$ cat src/rtl/vend_pkg.sv
// Shared encodings for the vending engine: request opcodes, response error
// codes and the request-sequencing FSM states.
package vend_pkg;

  typedef enum logic [1:0] {
    OP_BUY       = 2'd0,
    OP_WITHDRAW  = 2'd1,
    OP_RESTOCK   = 2'd2,
    OP_SET_PRICE = 2'd3
  } op_e;

  typedef enum logic [1:0] {
    ERR_OK    = 2'd0,
    ERR_STOCK = 2'd1,
    ERR_FUNDS = 2'd2,
    ERR_OVF   = 2'd3
  } err_e;

  typedef enum logic [1:0] {
    ST_IDLE = 2'd0,
    ST_EXEC = 2'd1,
    ST_RESP = 2'd2
  } state_e;

endpackage

$ cat src/rtl/vend_if.sv
// Request/response bundle between a requester (master) and the vending engine (slave).
interface vend_if #(
  parameter int N_PROD = 8,
  parameter int QTY_W  = 4,
  parameter int BANK_W = 11
);
  localparam int SEL_W = (N_PROD > 1) ? $clog2(N_PROD) : 1;

  logic              op_valid;
  logic              op_ready;
  logic [1:0]        op_code;
  logic [SEL_W-1:0]  prod_sel;
  logic [QTY_W-1:0]  qty;
  logic [BANK_W-1:0] amount;
  logic              rsp_valid;
  logic [1:0]        rsp_err;
  logic [BANK_W-1:0] change_out;
  logic [BANK_W-1:0] bank;
  logic [QTY_W-1:0]  stock_out;
  logic              redlight;

  modport master (
    output op_valid, op_code, prod_sel, qty, amount,
    input  op_ready, rsp_valid, rsp_err, change_out, bank, stock_out, redlight
  );

  modport slave (
    input  op_valid, op_code, prod_sel, qty, amount,
    output op_ready, rsp_valid, rsp_err, change_out, bank, stock_out, redlight
  );
endinterface

$ cat src/rtl/vend_inventory.sv
// Per-slot stock and price storage: one combinational read port, one
// write port that updates both fields of a slot in the same cycle.
module vend_inventory #(
  parameter int N_PROD    = 8,
  parameter int PRICE_W   = 4,
  parameter int QTY_W     = 4,
  parameter int DEF_PRICE = 1,
  localparam int SEL_W    = (N_PROD > 1) ? $clog2(N_PROD) : 1
) (
  input  logic               clk,
  input  logic               rst,
  input  logic [SEL_W-1:0]   rd_sel,
  output logic [QTY_W-1:0]   rd_stock,
  output logic [PRICE_W-1:0] rd_price,
  input  logic               wr_en,
  input  logic [SEL_W-1:0]   wr_sel,
  input  logic [QTY_W-1:0]   wr_stock,
  input  logic [PRICE_W-1:0] wr_price
);
  logic [QTY_W-1:0]   stock_q [N_PROD];
  logic [QTY_W-1:0]   stock_d [N_PROD];
  logic [PRICE_W-1:0] price_q [N_PROD];
  logic [PRICE_W-1:0] price_d [N_PROD];

  always_comb begin
    stock_d = stock_q;
    price_d = price_q;
    if (wr_en && (int'(wr_sel) < N_PROD)) begin
      stock_d[wr_sel] = wr_stock;
      price_d[wr_sel] = wr_price;
    end
  end

  // NOTE: the arrays are small register files, not RAM macros, so they are
  // reset explicitly: every slot must come up empty at the default price.
  always_ff @(posedge clk) begin
    if (rst) begin
      for (int i = 0; i < N_PROD; i++) begin
        stock_q[i] <= '0;
        price_q[i] <= PRICE_W'(DEF_PRICE);
      end
    end else begin
      stock_q <= stock_d;
      price_q <= price_d;
    end
  end

  assign rd_stock = (int'(rd_sel) < N_PROD) ? stock_q[rd_sel] : '0;
  assign rd_price = (int'(rd_sel) < N_PROD) ? price_q[rd_sel] : '0;
endmodule

$ cat src/rtl/vend_engine.sv
// Vending engine: accepts one request every three cycles (IDLE/EXEC/RESP),
// evaluates it in EXEC and commits inventory/bank changes on the EXEC->RESP edge.
module vend_engine
  import vend_pkg::*;
#(
  parameter int N_PROD    = 8,
  parameter int PRICE_W   = 4,
  parameter int QTY_W     = 4,
  parameter int BANK_W    = 11,
  parameter int DEF_PRICE = 1
) (
  input  logic   clk,
  input  logic   rst,
  vend_if.slave  vif
);
  localparam int SEL_W  = (N_PROD > 1) ? $clog2(N_PROD) : 1;
  localparam int COST_W = PRICE_W + QTY_W;
  localparam int WIDE_W = BANK_W + COST_W + 1;

  state_e             state_q, state_d;
  op_e                op_q, op_d;
  logic [SEL_W-1:0]   sel_q, sel_d;
  logic [QTY_W-1:0]   qty_q, qty_d;
  logic [BANK_W-1:0]  amount_q, amount_d;
  logic [QTY_W-1:0]   cap_stock_q, cap_stock_d;
  logic [PRICE_W-1:0] cap_price_q, cap_price_d;
  logic [BANK_W-1:0]  bank_q, bank_d;
  logic [BANK_W-1:0]  change_q, change_d;
  err_e               err_q, err_d;
  logic               redlight_q, redlight_d;

  logic [QTY_W-1:0]   rd_stock;
  logic [PRICE_W-1:0] rd_price;
  logic               wr_en;

  // Result of the captured request, evaluated every cycle and used only in EXEC.
  err_e               ex_err;
  logic [BANK_W-1:0]  ex_change, ex_bank;
  logic [QTY_W-1:0]   ex_stock;
  logic [PRICE_W-1:0] ex_price;
  logic [WIDE_W-1:0]  cost_w, amount_w, bank_w, bank_sum, change_w;
  logic [QTY_W:0]     stock_sum;

  vend_inventory #(
    .N_PROD(N_PROD), .PRICE_W(PRICE_W), .QTY_W(QTY_W), .DEF_PRICE(DEF_PRICE)
  ) u_inv (
    .clk, .rst,
    .rd_sel(vif.prod_sel), .rd_stock, .rd_price,
    .wr_en, .wr_sel(sel_q), .wr_stock(ex_stock), .wr_price(ex_price)
  );

  // NOTE: every combinational output gets a default before any branch, so no
  // path leaves a variable unassigned and no latch is inferred.
  always_comb begin
    cost_w    = WIDE_W'(cap_price_q) * WIDE_W'(qty_q);
    amount_w  = WIDE_W'(amount_q);
    bank_w    = WIDE_W'(bank_q);
    bank_sum  = bank_w + cost_w;
    change_w  = amount_w - cost_w;
    stock_sum = {1'b0, cap_stock_q} + {1'b0, qty_q};
    ex_err    = ERR_OK;
    ex_change = '0;
    ex_bank   = bank_q;
    ex_stock  = cap_stock_q;
    ex_price  = cap_price_q;
    unique case (op_q)
      OP_BUY: begin
        if (qty_q == '0 || cap_stock_q < qty_q)         ex_err = ERR_STOCK;
        else if (amount_w < cost_w)                      ex_err = ERR_FUNDS;
        else if (bank_sum > WIDE_W'({BANK_W{1'b1}}))     ex_err = ERR_OVF;
        if (ex_err == ERR_OK) begin
          ex_stock  = cap_stock_q - qty_q;
          ex_bank   = bank_sum[BANK_W-1:0];
          ex_change = change_w[BANK_W-1:0];
        end else begin
          ex_change = amount_q;
        end
      end
      OP_WITHDRAW: begin
        if (amount_q > bank_q) begin
          ex_err = ERR_FUNDS;
        end else begin
          ex_change = (amount_q == '0) ? bank_q : amount_q;
          ex_bank   = bank_q - ex_change;
        end
      end
      OP_RESTOCK: begin
        if (stock_sum[QTY_W]) ex_err   = ERR_OVF;
        else                  ex_stock = stock_sum[QTY_W-1:0];
      end
      OP_SET_PRICE: ex_price = amount_q[PRICE_W-1:0];
      default: ;
    endcase
  end

  always_comb begin
    state_d     = state_q;
    op_d        = op_q;
    sel_d       = sel_q;
    qty_d       = qty_q;
    amount_d    = amount_q;
    cap_stock_d = cap_stock_q;
    cap_price_d = cap_price_q;
    bank_d      = bank_q;
    change_d    = change_q;
    err_d       = err_q;
    redlight_d  = redlight_q;
    wr_en       = 1'b0;
    unique case (state_q)
      ST_IDLE: if (vif.op_valid) begin
        // Nothing is written before EXEC->RESP, so the slot read now is exact.
        op_d        = op_e'(vif.op_code);
        sel_d       = vif.prod_sel;
        qty_d       = vif.qty;
        amount_d    = vif.amount;
        cap_stock_d = rd_stock;
        cap_price_d = rd_price;
        state_d     = ST_EXEC;
      end
      ST_EXEC: begin
        wr_en      = (ex_err == ERR_OK);
        bank_d     = ex_bank;
        change_d   = ex_change;
        err_d      = ex_err;
        redlight_d = (ex_err != ERR_OK);
        state_d    = ST_RESP;
      end
      ST_RESP: state_d = ST_IDLE;
      default: state_d = ST_IDLE;
    endcase
  end

  // NOTE: state registers use non-blocking assignments so every flop samples
  // its _d value from before this edge, independent of statement order.
  always_ff @(posedge clk) begin
    if (rst) begin
      state_q     <= ST_IDLE;
      op_q        <= OP_BUY;
      sel_q       <= '0;
      qty_q       <= '0;
      amount_q    <= '0;
      cap_stock_q <= '0;
      cap_price_q <= '0;
      bank_q      <= '0;
      change_q    <= '0;
      err_q       <= ERR_OK;
      redlight_q  <= 1'b0;
    end else begin
      state_q     <= state_d;
      op_q        <= op_d;
      sel_q       <= sel_d;
      qty_q       <= qty_d;
      amount_q    <= amount_d;
      cap_stock_q <= cap_stock_d;
      cap_price_q <= cap_price_d;
      bank_q      <= bank_d;
      change_q    <= change_d;
      err_q       <= err_d;
      redlight_q  <= redlight_d;
    end
  end

  assign vif.op_ready   = (state_q == ST_IDLE);
  assign vif.rsp_valid  = (state_q == ST_RESP);
  assign vif.rsp_err    = err_q;
  assign vif.change_out = change_q;
  assign vif.bank       = bank_q;
  assign vif.stock_out  = rd_stock;
  assign vif.redlight   = redlight_q;
endmodule
$ cat src/flat_wrapper.sv
// flat-port wrapper written by rule: the top's interface ports become plain ports
module vend_engine_flat import vend_pkg::*;
#(
  parameter int N_PROD    = 8,
  parameter int PRICE_W   = 4,
  parameter int QTY_W     = 4,
  parameter int BANK_W    = 11,
  parameter int DEF_PRICE = 1
)
  (clk, rst, vif_op_valid, vif_op_code, vif_prod_sel, vif_qty, vif_amount, vif_op_ready, vif_rsp_valid, vif_rsp_err, vif_change_out, vif_bank, vif_stock_out, vif_redlight);
  vend_if #(.N_PROD(N_PROD), .QTY_W(QTY_W), .BANK_W(BANK_W)) vif_i ();
  input  logic clk;
  input  logic rst;
  input wire logic [$bits(vif_i.op_valid)-1:0] vif_op_valid;
  input wire logic [$bits(vif_i.op_code)-1:0] vif_op_code;
  input wire logic [$bits(vif_i.prod_sel)-1:0] vif_prod_sel;
  input wire logic [$bits(vif_i.qty)-1:0] vif_qty;
  input wire logic [$bits(vif_i.amount)-1:0] vif_amount;
  output wire logic [$bits(vif_i.op_ready)-1:0] vif_op_ready;
  output wire logic [$bits(vif_i.rsp_valid)-1:0] vif_rsp_valid;
  output wire logic [$bits(vif_i.rsp_err)-1:0] vif_rsp_err;
  output wire logic [$bits(vif_i.change_out)-1:0] vif_change_out;
  output wire logic [$bits(vif_i.bank)-1:0] vif_bank;
  output wire logic [$bits(vif_i.stock_out)-1:0] vif_stock_out;
  output wire logic [$bits(vif_i.redlight)-1:0] vif_redlight;
  assign vif_i.op_valid = vif_op_valid;
  assign vif_i.op_code = vif_op_code;
  assign vif_i.prod_sel = vif_prod_sel;
  assign vif_i.qty = vif_qty;
  assign vif_i.amount = vif_amount;
  assign vif_op_ready = vif_i.op_ready;
  assign vif_rsp_valid = vif_i.rsp_valid;
  assign vif_rsp_err = vif_i.rsp_err;
  assign vif_change_out = vif_i.change_out;
  assign vif_bank = vif_i.bank;
  assign vif_stock_out = vif_i.stock_out;
  assign vif_redlight = vif_i.redlight;
  vend_engine #(.N_PROD(N_PROD), .PRICE_W(PRICE_W), .QTY_W(QTY_W), .BANK_W(BANK_W), .DEF_PRICE(DEF_PRICE)) u_core (.clk(clk), .rst(rst), .vif(vif_i));
endmodule
$ cat config.mk
export PLATFORM = sky130hd
export DESIGN_NAME = vend_engine_flat
export DESIGN_NICKNAME = d
export VERILOG_FILES = /design/src/rtl/vend_pkg.sv /design/src/rtl/vend_if.sv /design/src/rtl/vend_inventory.sv /design/src/rtl/vend_engine.sv /design/src/flat_wrapper.sv
export SDC_FILE = /design/constraint.sdc
export NUM_CORES = 1
export LEC_CHECK = 0
export CAP_MARGIN = 10
export CORE_ASPECT_RATIO = 1.5
export CORE_MARGIN = 5
export CORE_UTILIZATION = 54
export DETAILED_ROUTE_END_ITERATION = 7
export PLACE_DENSITY = 0.74
export SYNTH_ARGS = -nofsm -noshare
export SYNTH_HDL_FRONTEND = slang
export SYNTH_SLANG_ARGS = --single-unit
$ cat constraint.sdc
create_clock -name clk -period 14.8 [get_ports clk]
set_clock_uncertainty 0.05 [all_clocks]
set_input_delay 2.96 -clock clk [delete_from_list [all_inputs] [get_ports clk]]
set_output_delay 2.96 -clock clk [all_outputs]
set_load 0.01 [all_outputs]
After elaboration in Yosys (flattened, before gate mapping):

Cells that the tools add are included.

* input port bits: 23
* logic and storage cells: 93
* output and inout bits: 31
* flip-flop bits (word level): 119

* $lt $le $gt $ge: 7
* bitwise logic cells: 2
* equal/unequal tests: 8
* reduce and logical (&&, ||, !) cells: 12
* mux-type cells: 31
* $add $sub $neg: 5
* $mul: 1

Operators with widths (count)
* $bwmux 32: 2
* $mux 11: 5
* $pmux 11 s2: 2
* $mux 4: 8
* $bmux 4 s3: 2
* $gt 20x11->1 const B: 1
* $mux 2: 7
* $add 11x8->12: 1
* $demux 4 s3: 1
* $gt 11x11->1: 1
* $logic_not 11->1: 1
* $lt 11x8->1: 1
* $sub 11x11->11: 1
* $sub 11x8->11: 1
* $ge 4x4->1 const B: 2
* $logic_not 2->1: 4
* $mul 4x4->8: 1
* $not 3->4: 2
* $pmux 4 s2: 1
* $eq 2x2->1 const B: 3
* $pmux 2 s3: 1
* $add 4x4->5: 1
* $eq 2x1->1 const B: 2
* $logic_not 4->1: 1
* 12 further kinds: 14

Depth between registers and ports, before layout:

* depth after elaboration: 11
* mapped depth: 21
* gate-level depth less buffers: 19

By module:

From an unflattened synthesis, not the netlist that was laid out.

* cell total of the unflattened synthesis: 925
* area total of the unflattened synthesis: 7751.2 um2

By module, submodules not included
* vend_engine: cells each 633, area each 4814.6 um2, times used 1
* vend_inventory: cells each 292, area each 2936.6 um2, times used 1

Worst setup path before layout:

No wires, ideal clock.

* path type: input-to-output
* start: input port vif_prod_sel[0]
* end: output port vif_stock_out[3]
* cell stages on the path: 4
* data required time: 11.790 ns
* slack: 7.255 ns
* data arrival time: 4.535 ns
* buffers on the path: 2
* cell sequence: clkbuf_1 buf_2 mux4_2 mux2_2

* cells in the longest elaborated chain, start to end: 4

Ends and longest elaborated chain
* from (decl): RTL line flat_wrapper.sv:16 `input wire logic [$bits(vif_i.prod_sel)-1:0] vif_prod_sel;`
* $not 3->4 (not written as such): RTL line vend_inventory.sv:48 `assign rd_stock = (int'(rd_sel) < N_PROD) ? stock_q[rd_sel] : '0;`
* $bmux 4 s3: RTL line vend_inventory.sv:48
* $mux 4 (not written as such) (2 in series): RTL line vend_inventory.sv:48
* to (decl): RTL line flat_wrapper.sv:24 `output wire logic [$bits(vif_i.stock_out)-1:0] vif_stock_out;`

Every way passes these cells. The select of a mux whose other input is x is not followed.

Final worst setup path:

* start: input port vif_prod_sel[0]
* end: output port vif_stock_out[0]

The elaborated chain is that of the path after synthesis.

==> flow_summary.yaml <==
status:
  status: "finished clean"
die:
  dieWidth_um: 109.1
  fp.dieArea_mm2: 0.01732
  fp-row-count: 54
  ioPinCount: 54
  design.core.area_mm2: 0.01453
  dieHeight_um: 158.7
  start_util_pct: 54.81
clock_network:
  clk_latency_ns: 0.43
  clock-sinks: 119
  root_buffer: "clkbuf_16"
  cts_setup_buffers: 0
  clk_pin_slew_worst_paths_ns: 0.06
  hold_buffers: 0
  clock_path_buffers: 2
  cts_tree: "yes"
  cts_buffers: 17
  ctsResizeCount: 0
  htree_levels: 4
sta:
  setup_violations: 0
  grt_setup_unrepaired: "false"
  drv_slew: 0
  fin_hold_ws_ns: 0.4344
  fin_tns_setup_ns: 0
  timing.final.crit_period_ns: 8.608
  worst_slew_pin_slew_ns: 1.192
  layout_setup_ws_ns: 6.192
  hold_violations: 0
  max_freq_mhz: 116.2
  fin_crit_sh_pct: 58.16
  max_slew_margin_pct: 20.50
global_routing:
  grt_pass1_wl_um: 36850
  grt_pass1_vias: 7128
  grt_max_degree: 67
  grt_antenna_before_repair: 0
  overflow: 0
  grt_usage_pct: 27.27
detailed_routing:
  drt_first_pass_iters: 5
  drtIter0Drc: 435
  route.detailed.drc: 0
  vias_per_cell: 6.207
  vias: 7343
  routed_wl_um: 23170
  post_drt_wl_per_cell_um: 19.59
  ant_nets: 0
critical_path:
  worstPathArrival_ns: 5.60
  r2r-end: "u_core.u_inv.stock_q[31]$_SDFFE_PP0P_"
  critPathBufInv: 2
  crit_family: "buffers and inverters"
  crit_chain: "clkdlybuf4s50_1 > mux4_2 > mux2_2 > clkdlybuf4s50_1"
  timing.rr.start: "u_core.qty_q[3]$_SDFFE_PP0P_"
  cp-end-kind: "output pin"
  crit_slowest_cell: "clkdlybuf4s50_1"
  cp_max_fo: 17
  cpMostUsedCell: "clkdlybuf4s50_1"
  rr_worst_depth: 19
  r2r_slack_ns: 8.84
  worst_setup_path_start_kind: "input port"
  crit_required_ns: 11.79
  path_class: "input port to output pin"
  slowest_delay_ns: 1.23
synthesis:
  yosys.area.top_type_share_pct: 29.92
  synthCells: 963
  ys_types: 63
  yosys.area.top_type: "dfxtp_1"
  synth_area_leaders: "dfxtp_1, ha_1, a21oi_1"
  syn-cell-area_mm2: 0.007961
  ys_seq_area_share_pct: 29.92
  synth_fp_nets: 1052
  synth-warning-count: 0
  ys.flop_type: "dfxtp_1"
  async_flop_share_pct: 0
  synth_edf_count: 0
  syn_area_per_cell_um2: 8.267
  ys_ff_latch: 119
power_and_ir_drop:
  p_switching_uw: 315.8
  ir_drop_mv: 0.08425
  p_clk_share_pct: 41.1
  power.internal_uw: 645.4
  switching_share_pct: 32.86
  p_leak_nw: 3.304
  pwr-share-seq_pct: 36.4
  power_frac_comb_pct: 22.5
  total_power_uw: 961.2
  power_density_mw_per_mm2: 106.3
cells_and_area:
  fin_cells: 1183
  nets: 1063
  utilization_pct: 62.23
  multi_input_area_mm2: 0.005127
  stdcell_area_mm2: 0.009040
  fillers: 1284
  syn_to_final_growth_pct: 13.55
  drive_gt1_share_pct: 8.511
  seqCellArea_mm2: 0.002382
  insertedDiodeCount: 0
hold_path:
  hold_depth: 2
  hold_path_end: "u_core.u_inv.stock_q[16]$_SDFFE_PP0P_"
  hold_path_class: "flip-flop to flip-flop"
  hp-start: "u_core.u_inv.stock_q[16]$_SDFFE_PP0P_"
placement:
  placement.cell_area_mm2: 0.008486
  port_buffers: 53
  place_ws_ns: 6.184
  place_congestion: 0.9052
  hpwlAfterDp_um: 16560
  dp.cells: 1151
job:
  drv_cap: 0
[flip-flops by register name, summed over array words and instances (netlist names)]
signal	cells
u_core.cap_price_q	4
u_core.vif.redlight	1
u_core.u_inv.stock_q	32
u_core.u_inv.price_q	32
u_core.sel_q	3
u_core.op_q	2
u_core.vif.rsp_err	2
u_core.cap_stock_q	4
u_core.amount_q	11
u_core.qty_q	4
u_core.state_q	2
u_core.vif.bank	11
u_core.vif.change_out	11
[power by group through the flow]
stage,clock network [mW],registers (mW),logic (mW)
3_5_place_dp,0,0.357,0.213
6_report,0.395,0.350,0.216
2_1_floorplan,0,0.350,0.157
3_3_place_gp,0,0.357,0.210
4_1_cts,0.397,0.350,0.214
5_1_grt,0.415,0.352,0.236
[how the worst max path moves through the flow]
stage	cells after the start	startpoint	slack [ns]	end
after detailed placement	4	vif_prod_sel[0]	6.18	vif_stock_out[1]
after CTS	4	vif_prod_sel[0]	6.18	vif_stock_out[1]
after global placement	4	vif_prod_sel[0]	6.22	vif_stock_out[1]
final	4	vif_prod_sel[0]	6.19	vif_stock_out[0]
after global routing	4	vif_prod_sel[0]	6.04	vif_stock_out[1]
after floorplan	4	vif_prod_sel[0]	7.25	vif_stock_out[3]
[area by class of cell]
| type | instances | area share, % |
|---|---|---|
| sequential | 119 | 26.35 |
| timing repair buffer | 58 | 6.256 |
| inverter | 44 | 1.827 |
| clock inverter | 13 | 1.343 |
| clock buffer | 19 | 4.789 |
| tap | 196 | 2.713 |
| multi-input combinational | 734 | 56.72 |
[cells by family (layout without fill, tap and decap cells)]
logic type	Yosys count	count (layout)	synth area share (%)
AO/OA/AOI/OAI	279	279	22.22
XOR/XNOR	21	21	2.310
adder cells (fa/ha/maj)	66	66	11.22
buffers and inverters	110	134	5.831
flip-flops	119	119	29.92
multiplexers	35	35	7.009
AND/OR/NAND/NOR	333	333	21.48
[Yosys cell counts (all sizes together) (4+ instances only)]
cell / n
a21oi: 128
dfxtp: 119
nor3: 87
nand2: 76
nor2: 61
ha: 57
o21ai: 48
inv: 44
clkbuf: 41
a211oi: 34
nand3: 33
buf: 25
and2: 18
xnor2: 17
mux4: 16
mux2i: 13
nor4: 11
or3: 11
nor2b: 10
fa: 9
a21o: 8
nand2b: 7
o211ai: 7
o21a: 7
mux2: 6
o211a: 6
o21bai: 6
o221ai: 5
o22ai: 5
nand3b: 4
nand4: 4
or2: 4
or4: 4
xor2: 4
[tightest hold or removal path, cell delays in order, from the launching register on]
cell and delay (ns):
dfxtp_1 0.31, o21ai_0 0.07, a21oi_1 0.06
[layer usage]
layer	part of all wire, %	global-route usage [%]	vias up
met5	0	0	-
met4	6.4	17.63	0
met3	5.4	5.118	80
met2	52	47.12	281
met1	36	29.69	3452
li1	-	-	3530
[cell usage in the layout, fill, tap and decap left out, drive strengths merged, types with 13 or more instances in the layout]
| master | count |
|---|---|
| a21oi | 128 |
| dfxtp | 119 |
| nor3 | 87 |
| nand2 | 76 |
| nor2 | 61 |
| ha | 57 |
| clkdlybuf4s50 | 52 |
| inv | 48 |
| o21ai | 48 |
| a211oi | 34 |
| nand3 | 33 |
| clkbuf | 19 |
| and2 | 18 |
| xnor2 | 17 |
| mux4 | 16 |
| mux2i | 13 |
Note: power is estimated with default switching activity, not from simulation.
